`config.mk`:
```
export PLATFORM = sky130hd
export DESIGN_NAME = wb_l3_flat
export DESIGN_NICKNAME = d
export VERILOG_FILES = /design/src/rtl/wb_l3_if.sv /design/src/rtl/wb_l3.sv /design/src/flat_wrapper.sv
export SDC_FILE = /design/constraint.sdc
export NUM_CORES = 1
export LEC_CHECK = 0
export ABC_AREA = 0
export CAP_MARGIN = 0
export CELL_PAD_IN_SITES_DETAIL_PLACEMENT = 1
export CELL_PAD_IN_SITES_GLOBAL_PLACEMENT = 1
export CORE_MARGIN = 4
export CORE_UTILIZATION = 33
export DETAILED_ROUTE_END_ITERATION = 10
export GPL_ROUTABILITY_DRIVEN = 0
export GPL_TIMING_DRIVEN = 0
export PLACE_DENSITY = 0.88
export SLEW_MARGIN = 40
export SYNTH_ARGS = -nofsm -noshare
export SYNTH_HDL_FRONTEND = slang
export SYNTH_SLANG_ARGS = --single-unit
```
`constraint.sdc`:
```
create_clock -name clk -period 3.24 [get_ports clk]
set_input_delay 0.972 -clock clk [delete_from_list [all_inputs] [get_ports clk]]
set_output_delay 0.972 -clock clk [all_outputs]
set_load 0.02 [all_outputs]
```
`src/rtl/wb_l3_if.sv`:
```
// Bus bundle between the L2 stage / data memory and the L3 write-back stage.
// The master drives the L2 and data-memory inputs; the slave is wb_l3.
interface wb_l3_if;
  logic        valid_l2;
  logic [4:0]  rd_l2;
  logic        we_l2;
  logic        is_load_l2;
  logic [2:0]  funct3_l2;
  logic [31:0] alu_res_l2;
  logic [31:0] dmem_rdata;
  logic        dmem_rvalid;
  logic [4:0]  rd_l3;
  logic [31:0] wval_l3;
  logic        reg_we_l3;
  logic        stall_l2;
  logic        load_err_l3;

  modport master (
    output valid_l2, rd_l2, we_l2, is_load_l2, funct3_l2, alu_res_l2,
    output dmem_rdata, dmem_rvalid,
    input  rd_l3, wval_l3, reg_we_l3, stall_l2, load_err_l3
  );

  modport slave (
    input  valid_l2, rd_l2, we_l2, is_load_l2, funct3_l2, alu_res_l2,
    input  dmem_rdata, dmem_rvalid,
    output rd_l3, wval_l3, reg_we_l3, stall_l2, load_err_l3
  );
endinterface

```
`src/rtl/wb_l3.sv`:
```
// L3 write-back stage: registers ALU results, holds L2 while a load is outstanding.
// Optional load-response watchdog enabled by defining WB_LOAD_TIMEOUT_EN.
module wb_l3 #(
  parameter int unsigned TIMEOUT_CYCLES = 16
) (
  input logic   clk,
  input logic   rst,
  wb_l3_if.slave bus
);

  typedef enum logic {
    IDLE      = 1'b0,
    WAIT_LOAD = 1'b1
  } state_t;

  if (TIMEOUT_CYCLES < 1) begin : g_bad_timeout
    $error("wb_l3: TIMEOUT_CYCLES must be at least 1");
  end

  state_t      state_q;
  logic [4:0]  rd_q;
  logic [31:0] wval_q;
  logic        stall_q;
  logic        err_q;
  logic [4:0]  ld_rd_q;
  logic [2:0]  ld_f3_q;
  logic [1:0]  ld_off_q;

  logic [4:0]  eff_rd;
  logic [7:0]  lane_byte [4];
  logic [7:0]  sel_byte;
  logic [15:0] sel_half;
  logic [31:0] load_val;

  assign eff_rd = bus.we_l2 ? bus.rd_l2 : 5'd0;

  for (genvar gi = 0; gi < 4; gi++) begin : g_lane
    assign lane_byte[gi] = bus.dmem_rdata[8*gi +: 8];
  end

  // Halfword lane comes from offset[1] only; misaligned offset[0] is dropped.
  assign sel_byte = lane_byte[ld_off_q];
  assign sel_half = ld_off_q[1] ? bus.dmem_rdata[31:16] : bus.dmem_rdata[15:0];

  always_comb begin
    load_val = bus.dmem_rdata;
    case (ld_f3_q)
      3'b000:  load_val = {{24{sel_byte[7]}}, sel_byte};
      3'b100:  load_val = {24'd0, sel_byte};
      3'b001:  load_val = {{16{sel_half[15]}}, sel_half};
      3'b101:  load_val = {16'd0, sel_half};
      default: load_val = bus.dmem_rdata;
    endcase
  end

`ifdef WB_LOAD_TIMEOUT_EN
  localparam int unsigned CNT_W = $clog2(TIMEOUT_CYCLES + 1);
  logic [CNT_W-1:0] cnt_q;
  logic             timeout_hit;

  assign timeout_hit = (cnt_q == CNT_W'(TIMEOUT_CYCLES - 1));
`endif

  always_ff @(posedge clk) begin
    if (rst) begin
      state_q  <= IDLE;
      rd_q     <= 5'd0;
      wval_q   <= 32'd0;
      stall_q  <= 1'b0;
      err_q    <= 1'b0;
      ld_rd_q  <= 5'd0;
      ld_f3_q  <= 3'd0;
      ld_off_q <= 2'd0;
`ifdef WB_LOAD_TIMEOUT_EN
      cnt_q    <= '0;
`endif
    end else begin
      err_q <= 1'b0;
      case (state_q)
        IDLE: begin
          if (bus.valid_l2) begin
            if (bus.is_load_l2) begin
              ld_rd_q  <= eff_rd;
              ld_f3_q  <= bus.funct3_l2;
              ld_off_q <= bus.alu_res_l2[1:0];
              rd_q     <= 5'd0;
              stall_q  <= 1'b1;
              state_q  <= WAIT_LOAD;
`ifdef WB_LOAD_TIMEOUT_EN
              cnt_q    <= '0;
`endif
            end else begin
              rd_q   <= eff_rd;
              wval_q <= bus.alu_res_l2;
            end
          end else begin
            rd_q <= 5'd0;
          end
        end
        WAIT_LOAD: begin
          // A response on the watchdog's final cycle still completes the load.
          if (bus.dmem_rvalid) begin
            rd_q    <= ld_rd_q;
            wval_q  <= load_val;
            stall_q <= 1'b0;
            state_q <= IDLE;
`ifdef WB_LOAD_TIMEOUT_EN
          end else if (timeout_hit) begin
            rd_q    <= 5'd0;
            wval_q  <= 32'd0;
            err_q   <= 1'b1;
            stall_q <= 1'b0;
            state_q <= IDLE;
          end else begin
            cnt_q <= cnt_q + CNT_W'(1);
`endif
          end
        end
        default: state_q <= IDLE;
      endcase
    end
  end

  assign bus.rd_l3     = rd_q;
  assign bus.wval_l3   = wval_q;
  assign bus.reg_we_l3 = (rd_q != 5'd0);
  assign bus.stall_l2  = stall_q;
`ifdef WB_LOAD_TIMEOUT_EN
  assign bus.load_err_l3 = err_q;
`else
  assign bus.load_err_l3 = 1'b0;
`endif

endmodule

```
`src/flat_wrapper.sv`:
```
// flat-port wrapper written by rule: the top's interface ports become plain ports
module wb_l3_flat 
#(
  parameter int unsigned TIMEOUT_CYCLES = 16
)
  (clk, rst, bus_valid_l2, bus_rd_l2, bus_we_l2, bus_is_load_l2, bus_funct3_l2, bus_alu_res_l2, bus_dmem_rdata, bus_dmem_rvalid, bus_rd_l3, bus_wval_l3, bus_reg_we_l3, bus_stall_l2, bus_load_err_l3);
  wb_l3_if bus_i ();
  input logic clk;
  input logic rst;
  input wire logic [$bits(bus_i.valid_l2)-1:0] bus_valid_l2;
  input wire logic [$bits(bus_i.rd_l2)-1:0] bus_rd_l2;
  input wire logic [$bits(bus_i.we_l2)-1:0] bus_we_l2;
  input wire logic [$bits(bus_i.is_load_l2)-1:0] bus_is_load_l2;
  input wire logic [$bits(bus_i.funct3_l2)-1:0] bus_funct3_l2;
  input wire logic [$bits(bus_i.alu_res_l2)-1:0] bus_alu_res_l2;
  input wire logic [$bits(bus_i.dmem_rdata)-1:0] bus_dmem_rdata;
  input wire logic [$bits(bus_i.dmem_rvalid)-1:0] bus_dmem_rvalid;
  output wire logic [$bits(bus_i.rd_l3)-1:0] bus_rd_l3;
  output wire logic [$bits(bus_i.wval_l3)-1:0] bus_wval_l3;
  output wire logic [$bits(bus_i.reg_we_l3)-1:0] bus_reg_we_l3;
  output wire logic [$bits(bus_i.stall_l2)-1:0] bus_stall_l2;
  output wire logic [$bits(bus_i.load_err_l3)-1:0] bus_load_err_l3;
  assign bus_i.valid_l2 = bus_valid_l2;
  assign bus_i.rd_l2 = bus_rd_l2;
  assign bus_i.we_l2 = bus_we_l2;
  assign bus_i.is_load_l2 = bus_is_load_l2;
  assign bus_i.funct3_l2 = bus_funct3_l2;
  assign bus_i.alu_res_l2 = bus_alu_res_l2;
  assign bus_i.dmem_rdata = bus_dmem_rdata;
  assign bus_i.dmem_rvalid = bus_dmem_rvalid;
  assign bus_rd_l3 = bus_i.rd_l3;
  assign bus_wval_l3 = bus_i.wval_l3;
  assign bus_reg_we_l3 = bus_i.reg_we_l3;
  assign bus_stall_l2 = bus_i.stall_l2;
  assign bus_load_err_l3 = bus_i.load_err_l3;
  wb_l3 #(.TIMEOUT_CYCLES(TIMEOUT_CYCLES)) u_core (.clk(clk), .rst(rst), .bus(bus_i));
endmodule
```
==> summary.md <==
| Metric | Value |
|---|---|
| Drt drc | 0 |
| Sink Count | approximately 50 |
| Hpwl dp | roughly 9200 um |
| Core area | 8341 um^2 |
| Clock Path Buffers | 2 |
| Seq/Total Area, Yosys | 0.3425 |
| Post CTS Setup Buffer Count | 0 |
| Worst skew pair latency | between 0.3 and 0.4 ns |
| Critical path arrival | about 2.9 ns |
| Routed WL | around 12000 um |
| Status | completed |
| Static Leak | roughly 1.5 nW |
| Setup TNS | 0 ns |
| Die area | around 10000 um^2 |
| Async SR Flop Fraction | 0 |
| H-Tree Depth | 2 |
| Vias post-DR | 3418 |
| Vias in the first global route | around 3400 |
| CTS Root Cell | clkbuf_8 |
| #FFs+latches synth | about 50 |
| Final setup fails | 0 |
| Reg2Reg Launch Point | u_core.state_q |
| Final period utilization | 0.8328 |
| RSZ-0062 raised after global routing | no |
| Post-CTS Hold Fix Bufs | 0 |
| CP Max Fanout | 10 |
| Worst Tran Pin Value | between 0.5 and 0.6 ns |
| CP Launch Type | primary input |
| Synth Instances | 360 |
| Setup crit start | bus_dmem_rvalid |
| Fin crit period | 2.698 ns |
| Post-route clock skew | 0.009441 ns |
| Crit path capture type | flip-flop |
| Yosys warns | 0 |
| Starting density of the core | 0.3434 |
| Final Hold Vio Count | 0 |
| Area growth, synth to finish | 47.58% |
| Power Dens Cells | 361.4 nW/um^2 |
| DRT iter0 DRCs | approximately 270 |
| Crit path kind | in -> reg |
| Mean Syn Cell Area | between 7 and 8 um^2 |
| Via density | 5.823 |
| Share of layout cells above drive strength 1 | 0.07469 |
| Total GRT Usage | 0.2242 |
| PortBufs | roughly 110 |
| Rows | 33 |
| Slew Limit Fails | 0 |
| Max rail drop VDD | roughly 0.00018 V |
| Hold Crit Class | reg -> reg |
| Most common cell after layout, fill and taps aside | clkdlybuf4s50_1 |
| Fin nets | approximately 560 |
| Post-synthesis cell area | ~2900 um^2 |
| DIE HEIGHT | 101.2 um |
| Slew Limit Headroom | 0.6138 |
| # IOs | about 120 |
| F_max | 370.6 MHz |
| Critical Path Slowest Stage Cell | clkdlybuf4s50_1 |
| Crit-path cells | clkdlybuf4s50_1, nand2_1, a21oi_2, buf_2, o21ai_0, a22oi_1 |
| Data required, critical path | 3.48 ns |
| Most frequent cells in the layout | clkdlybuf4s50_1 (114), nand2_1 (52), dfxtp_1 (49) |
| Finished Layout Cells | approximately 600 |
| # diodes | 0 |
| Top FF cell, synth | dfxtp_1 |
| Worst-path clk slew | about 0.1 ns |
| RR Endpoint | u_core.bus.wval_l3[24] |
| Number of synthesized flops with an enable pin | 0 |
| CTS tree | yes |
| CP Capture Point | u_core.bus.wval_l3[24] |
| Drt pass-1 iters | 5 |
| CTS Buf Count | 5 |
| Number of max-cap violations | 0 |
| Fillers | 1013 |
| Worst r2r path cells | 7 |
| GRT overflow | 0 |
| Largest net degree at the start of global routing | 17 |
| First-pass GRT wire length | 18130 um |
| R2R Setup Slk | 1.21 ns |
| Cell variety after synth | 46 |
| Resized cells post-CTS | 0 |
| Post-DR wirelength/cell | between 20 and 25 um |
| Die width | 101.2 um |
| Mapped Nets | ~440 |
| Crit-path max cell delay | between 0.6 and 0.7 ns |
| Antenna viol nets, final | 0 |
| Post-placement cell count | slightly below 600 |
| Initial antenna violation count | 0 |
[worst min path at each step]
stage                      start                end  slack (ns)  depth (start not counted)
6_report       u_core.ld_rd_q[4]  u_core.ld_rd_q[4]        0.46                          2
5_1_grt        u_core.ld_rd_q[4]  u_core.ld_rd_q[4]        0.48                          2
4_1_cts        u_core.ld_rd_q[4]  u_core.ld_rd_q[4]        0.46                          2
3_5_place_dp   u_core.ld_rd_q[4]  u_core.ld_rd_q[4]        0.45                          2
3_3_place_gp   u_core.ld_rd_q[0]  u_core.ld_rd_q[0]        0.44                          2
2_1_floorplan  u_core.ld_rd_q[0]  u_core.ld_rd_q[0]        0.43                          2
[report_power, final]
| part | leakage [nW] | switching [mW] | internal (mW) |
|---|---|---|---|
| clock network | 0.0445 | 0.236 | 0.154 |
| logic | 1.04 | 0.244 | 0.225 |
| registers | 0.401 | 0.0278 | 0.640 |
[final cells by class]
cell class	instances	area, um^2	share of cell area
multi-input cells	270	1695	0.4011
repair buffers	114	1141	0.2700
flip-flops and latches	49	980.9	0.2321
plain buffers	32	153.9	0.03641
well taps	105	131.4	0.03108
clock buffers	5	68.82	0.01628
inverters	9	33.78	0.007993
clock inverters	3	21.27	0.005033
[metal layers]
layer / part of all wire / GRT usage
met1: 0.45 / 0.3024
met2: 0.46 / 0.3707
met3: 0.079 / 0.04270
met4: 0.010 / 0.05419
met5: 0 / 0
[stage by stage]
step	setup WS (ns)	power (mW)	instance area [um^2]	hold WS, ns	util
after floorplan	1.063	0.9022	2864	0.4312	-
after detailed placement	0.2405	1.147	4136	0.4480	0.4960
after global routing	0.4221	1.586	4227	0.4818	0.5068
after global placement	0.3191	1.133	4136	0.4370	0.4960
final	0.5418	1.527	4227	0.4619	0.5068
after CTS	0.5577	1.527	4227	0.4621	0.5068
[synth_stat cells, types with 2 or more instances]
| library cell | number | area [um^2] |
|---|---|---|
| a2111oi_2 | 5 | 75.07 |
| a22oi_1 | 16 | 120.1 |
| clkbuf_1 | 19 | 71.32 |
| nand3_1 | 8 | 40.04 |
| a31oi_1 | 3 | 18.77 |
| nor3b_1 | 3 | 22.52 |
| buf_2 | 9 | 45.04 |
| dfxtp_1 | 49 | 980.9 |
| mux2i_1 | 6 | 60.06 |
| nand2b_1 | 14 | 87.58 |
| nor2_1 | 20 | 75.07 |
| and3b_1 | 6 | 52.55 |
| nor3_1 | 11 | 55.05 |
| a211oi_1 | 9 | 67.56 |
| a211o_1 | 8 | 70.07 |
| o21ai_0 | 32 | 160.2 |
| a21oi_1 | 28 | 140.1 |
| buf_6 | 2 | 22.52 |
| a32oi_1 | 5 | 43.79 |
| inv_1 | 9 | 33.78 |
| buf_4 | 2 | 15.01 |
| o22a_1 | 5 | 43.79 |
| o2111ai_1 | 3 | 26.28 |
| a221oi_1 | 15 | 131.4 |
| nand2_1 | 52 | 195.2 |
[sequential cells by signal, summed over array words and instances, names as in the netlist]
signal               cells
u_core.ld_f3_q           3
u_core.state_q           1
u_core.ld_rd_q           5
u_core.bus.stall_l2      1
u_core.bus.rd_l3         5
u_core.ld_off_q          2
u_core.bus.wval_l3      32
[cell families after synthesis]
family | Yosys count | synth area share
AND/OR/NAND/NOR | 125 | 0.2193
other | 1 | 0.001309
buffers and inverters | 41 | 0.06553
flip-flops | 49 | 0.3425
multiplexers | 7 | 0.02883
AO/OA/AOI/OAI | 137 | 0.3425
[worst max-delay path, delay by kind of cell]
kind / cells / cell delay (ns)
compound gates: 3 / 0.75
buf+inv: 2 / 0.90
simple gates: 1 / 0.30
Power figures use the tool's default switching activity.
==> RTL change 1 (same settings) <==
Add a define of `WB_LOAD_TIMEOUT_EN`.
--- a/src/rtl/wb_l3.sv
+++ b/src/rtl/wb_l3.sv
@@ -1,5 +1,7 @@
 // L3 write-back stage: registers ALU results, holds L2 while a load is outstanding.
 // Optional load-response watchdog enabled by defining WB_LOAD_TIMEOUT_EN.
+`define WB_LOAD_TIMEOUT_EN
+
 module wb_l3 #(
   parameter int unsigned TIMEOUT_CYCLES = 16
 ) (
Check against the original RTL: no difference found for any inputs over 10 cycles, from zero or initial values and one cycle with rst high; that may be too few to reach the edited logic, so the function may still have changed.
==> RTL change 1 against the original RTL <==
- synthesized area rose by 7.9%
- design area up 6.3%
- sequential cell count is 6 higher
- worst setup slack better by 7.1 ps
- global-route usage shrank 0.89 points
- wire length rose by 1.1%
- total power grew 9.4%
==> RTL change 1: results (changes against the original RTL) <==
[place]
hpwl_um=9490  ; was 9220 um
io_buffers=116  ; was 114
dp_cells=594  ; was 579

[run_status]
status=finished clean  ; unchanged

[cells_and_area]
fillCellCount=1101  ; was 1013
buffers=150  ; was 146
drive_gt1_share_pct=10.6  ; was 7.47%
buffer_area_share_pct=29.6  ; was 30.6%
multi_input_area_share_pct=40.0  ; was 40.1%
nMultiInputCombCells=271  ; was 270
seq_share_pct=24.5  ; was 23.2%
clock_buffers=6  ; was 5
fin_nets=570  ; was 559
clk_share_pct=2.20  ; was 2.13%
n_all_inverters=7  ; was 9

[global_route]
grt_use_met2_pct=37.9  ; was 37.1%
use_met1_pct=26.5  ; was 30.2%
grt_pass1_vias=3591  ; was 3431
grt_max_degree=18  ; was 17
grt_pass1_wl_um=19000  ; was 18100 um
grt_util_all_layers_pct=21.5  ; was 22.4%
grt_use_met3_pct=4.76  ; was 4.27%

[detailed_routing]
drt-initial-drc-count=134  ; was 271
dr_wl_met3_um=757  ; was 937 um
vias_per_cell=5.57  ; was 5.82
met2_length_um=6040  ; was 5460 um
drt-met1-wl_um=4960  ; was 5320 um
num_vias=3356  ; was 3418
routed_wl_um=12000  ; was 11800 um
drtPass1Iterations=4  ; was 5

[sta]
maxSlewHeadroom_pct=51.0  ; was 61.4%
finalClockSkew_ps=7.49  ; was 9.44 ps

[critical_path]
slowest_delay_ps=520  ; was 630 ps
arrival_ps=2900  ; was 2930 ps
critPathSlowestCell=clkdlybuf4s50_1  ; unchanged
worstPathMaxFanout=10  ; unchanged

[power_and_ir_drop]
vdd_drop_max_uv=238  ; was 179 uV
power.internal_mw=1.13  ; was 1.02 mW
p_leak_nw=1.61  ; was 1.48 nW

[clock_network]
clk_latency_ps=330
clk_pin_slew_ps=110
cts_made_buffers=5  ; unchanged
cts_sinks=55  ; was 49

[yosys]
ys_types=43  ; was 46
yosysSeqAreaShare_pct=35.6  ; was 34.3%
synth_commonest_cells=dfxtp_1, nor2_1, a21oi_1  ; was nand2_1, dfxtp_1, o21ai_0
postSynthAreaPerCell_sq_um=8.42  ; was 7.96 sq um
syn_nets=447  ; was 438
synthTopCellsByArea=dfxtp_1, a21oi_1, a221oi_2  ; was dfxtp_1, nand2_1, o21ai_0

[RTL change 1: cell types whose count changed after synthesis, moves of 12 or more]
cell / unedited run / this run
a21o_1: 1 / 16
a22oi_1: 16 / 0
nand2_1: 52 / 29
nand2b_1: 14 / 2
nor2_1: 20 / 40
o21ai_0: 32 / 15
[RTL change 1: through the flow]
stage / instance area, sq um / hold WS (ps) / power, mW / worst slack [ps] / utilization, %
2_1_floorplan: 3090 / 432 / 1.00 / 1200 / -
3_3_place_gp: 4390 / 441 / 1.23 / -19.0 / 47.7
3_5_place_dp: 4390 / 450 / 1.25 / -65.3 / 47.7
4_1_cts: 4490 / 464 / 1.67 / 212 / 48.8
5_1_grt: 4490 / 489 / 1.74 / 371 / 48.9
6_report: 4490 / 468 / 1.67 / 549 / 48.9
[RTL change 1: power by group through the flow]
stage	logic, mW	clock network, mW	registers (mW)
floorplan	0.205	0	0.796
global placement	0.477	0	0.755
detailed placement	0.491	0	0.758
CTS	0.494	0.434	0.742
global route	0.532	0.461	0.748
finish	0.494	0.434	0.742
[RTL change 1: cells by family after synthesis]
kind of cell    after synthesis  synth area share (%)
mux                          13                  4.66
fa+ha+maj                     2                 0.810
buf+inv                      41                  6.40
simple gates                138                  23.5
flops                        55                  35.6
compound gates              115                  28.2
xor+xnor                      3                 0.850
[RTL change 1: final timing paths]
path | from | slack (ps) | endpoint | cells past startpoint
max | bus_valid_l2 | 550 | u_core.bus.wval_l3[7] | 6
min reg2reg | u_core.ld_rd_q[1] | 470 | u_core.ld_rd_q[1] | 2
min | u_core.ld_rd_q[1] | 470 | u_core.ld_rd_q[1] | 2
max reg2reg | u_core.cnt_q[0] | 860 | u_core.bus.wval_l3[12] | 8
[RTL change 1: tightest hold or removal path: stages (launching register included)]
cell	delay, ps
dfxtp_1	320
nand2_1	50
a21oi_1	50
==> RTL change 2 (same flow settings) <==
Made on the original files. Reset style: asynchronous (`rst`), changed in one clocked block.
--- a/src/rtl/wb_l3.sv
+++ b/src/rtl/wb_l3.sv
@@ -61,7 +61,7 @@
   assign timeout_hit = (cnt_q == CNT_W'(TIMEOUT_CYCLES - 1));
 `endif
 
-  always_ff @(posedge clk) begin
+  always_ff @(posedge clk or posedge rst) begin
     if (rst) begin
       state_q  <= IDLE;
       rd_q     <= 5'd0;
Behaviour: differs if rst is asserted again (counterexample within 4 cycles, from zero or initial values and one cycle with rst high); with rst held inactive, the same outputs for 10 cycles.
==> RTL change 2 against the original RTL <==
- count of clock-buffer cells in the layout is the same
- worst setup slack gained 64 ps
- critical path type unchanged
- die area grew 3.6%
- design area grew 3.8%
- sequential cell count is the same
- non-clock buffer count shrank 5
- wire length shrank 6.3%
- hold slack gained 29 ps
- synthesized area grew 3.9%
- largest cell class unchanged
- clock skew shrank 3.4 ps
Power is not compared: it rests on default switching activity, and its combinational part moved more than twofold at a synthesized area within 25%.
==> RTL change 2: results (changes against the original RTL) <==
[run_status]
status=finished clean  ; unchanged

[global_route]
grt_max_degree=27  ; was 17
grt_pass1_wl_um=16800  ; was 18100 um

[yosys]
synth_commonest_cells=dfrtp_1, nand2_1, mux2_2  ; was nand2_1, dfxtp_1, o21ai_0
yosysSeqAreaShare_pct=41.2  ; was 34.3%
synth_cells=312  ; was 360
ys_types=41  ; was 46
synthTopCellsByArea=dfrtp_1, mux2_2, nand2_1  ; was dfxtp_1, nand2_1, o21ai_0

[sta]
holdWs_ps=491  ; was 462 ps
period_needed_ps=2630  ; was 2700 ps
max_slew.worst_pin.slew_ps=634  ; was 579 ps

[place]
hpwl_um=8820  ; was 9220 um
dpl_cell_area_sq_mm=0.00428  ; was 0.00414 sq mm
io_buffers=115  ; was 114
place_ws_ps=261  ; was 240 ps
dp_cells=536  ; was 579

[min_path]
min_from=u_core.ld_rd_q[0]  ; was u_core.ld_rd_q[4]
worstHoldEndpoint=u_core.ld_rd_q[0]  ; was u_core.ld_rd_q[4]

[critical_path]
crit_path_start=bus_is_load_l2  ; was bus_dmem_rvalid
r2r_cells=5  ; was 7
worstSetupEndpoint=u_core.bus.wval_l3[17]  ; was u_core.bus.wval_l3[24]
r2r_setup_slack_ps=1350  ; was 1210 ps
arrival_ps=2830  ; was 2930 ps
rr_endpoint=u_core.bus.wval_l3[23]  ; was u_core.bus.wval_l3[24]
slowest_delay_ps=560  ; was 630 ps

[cells_and_area]
fillCellCount=1001  ; was 1013
fin_nets=513  ; was 559
drive_gt1_share_pct=13.8  ; was 7.47%

[detailed_routing]
vias_per_cell=5.50  ; was 5.82
drt-initial-drc-count=141  ; was 271
num_vias=2985  ; was 3418
drtPass1Iterations=4  ; was 5

RTL change 2: changes by cell type after synthesis, moves of 10 or more:
| cell | unedited run | this run |
|---|---|---|
| dfrtp_1 | 0 | 49 |
| dfxtp_1 | 49 | 0 |
| mux2_2 | 0 | 23 |
| a22oi_1 | 16 | 1 |
| o22ai_1 | 1 | 16 |
| a221oi_1 | 15 | 3 |
| nand2_1 | 52 | 40 |
| o21ai_0 | 32 | 21 |
| a21oi_2 | 1 | 11 |
RTL change 2: worst max-delay path: cells and delay by family:
kind / cells / cell delay [ps]
buf+inv: 3 / 1110
mux: 1 / 370
compound gates: 2 / 240
simple gates: 1 / 130
RTL change 2: per-layer routing:
metal | part of all wire, % | GRT usage [%] | vias up
met5 | 0 | 0 | -
met4 | 1.8 | 5.68 | 0
met2 | 51 | 36.1 | 126
met3 | 8.5 | 5.28 | 19
met1 | 39 | 25.3 | 1454
li1 | - | - | 1386
RTL change 2: power groups by stage:
stage                     combinational [mW]  sequential (mW)  clock, mW
after detailed placement                1.16            0.894          0
after CTS                               1.17            0.879      0.448
after floorplan                        0.500             1.02          0
final                                   1.16            0.878      0.438
after global routing                    1.24            0.899      0.466
after global placement                  1.12            0.876          0
RTL change 2: final cells by class:
type | instances | area share (%)
Buffer | 25 | 2.85
Clock buffer | 5 | 1.57
Clock inverter | 2 | 0.798
Inverter | 7 | 0.656
Multi-Input combinational cell | 231 | 36.4
Sequential cell | 49 | 27.9
Tap cell | 108 | 3.08
Timing Repair Buffer | 116 | 26.7
RTL change 2: cells by family after synthesis:
family,synth area share (%)
muxes,14.1
DFF,41.2
buffers and inverters,5.09
AOI/OAI and AO/OA,27.7
other,0.126
and+or+nand+nor,11.8
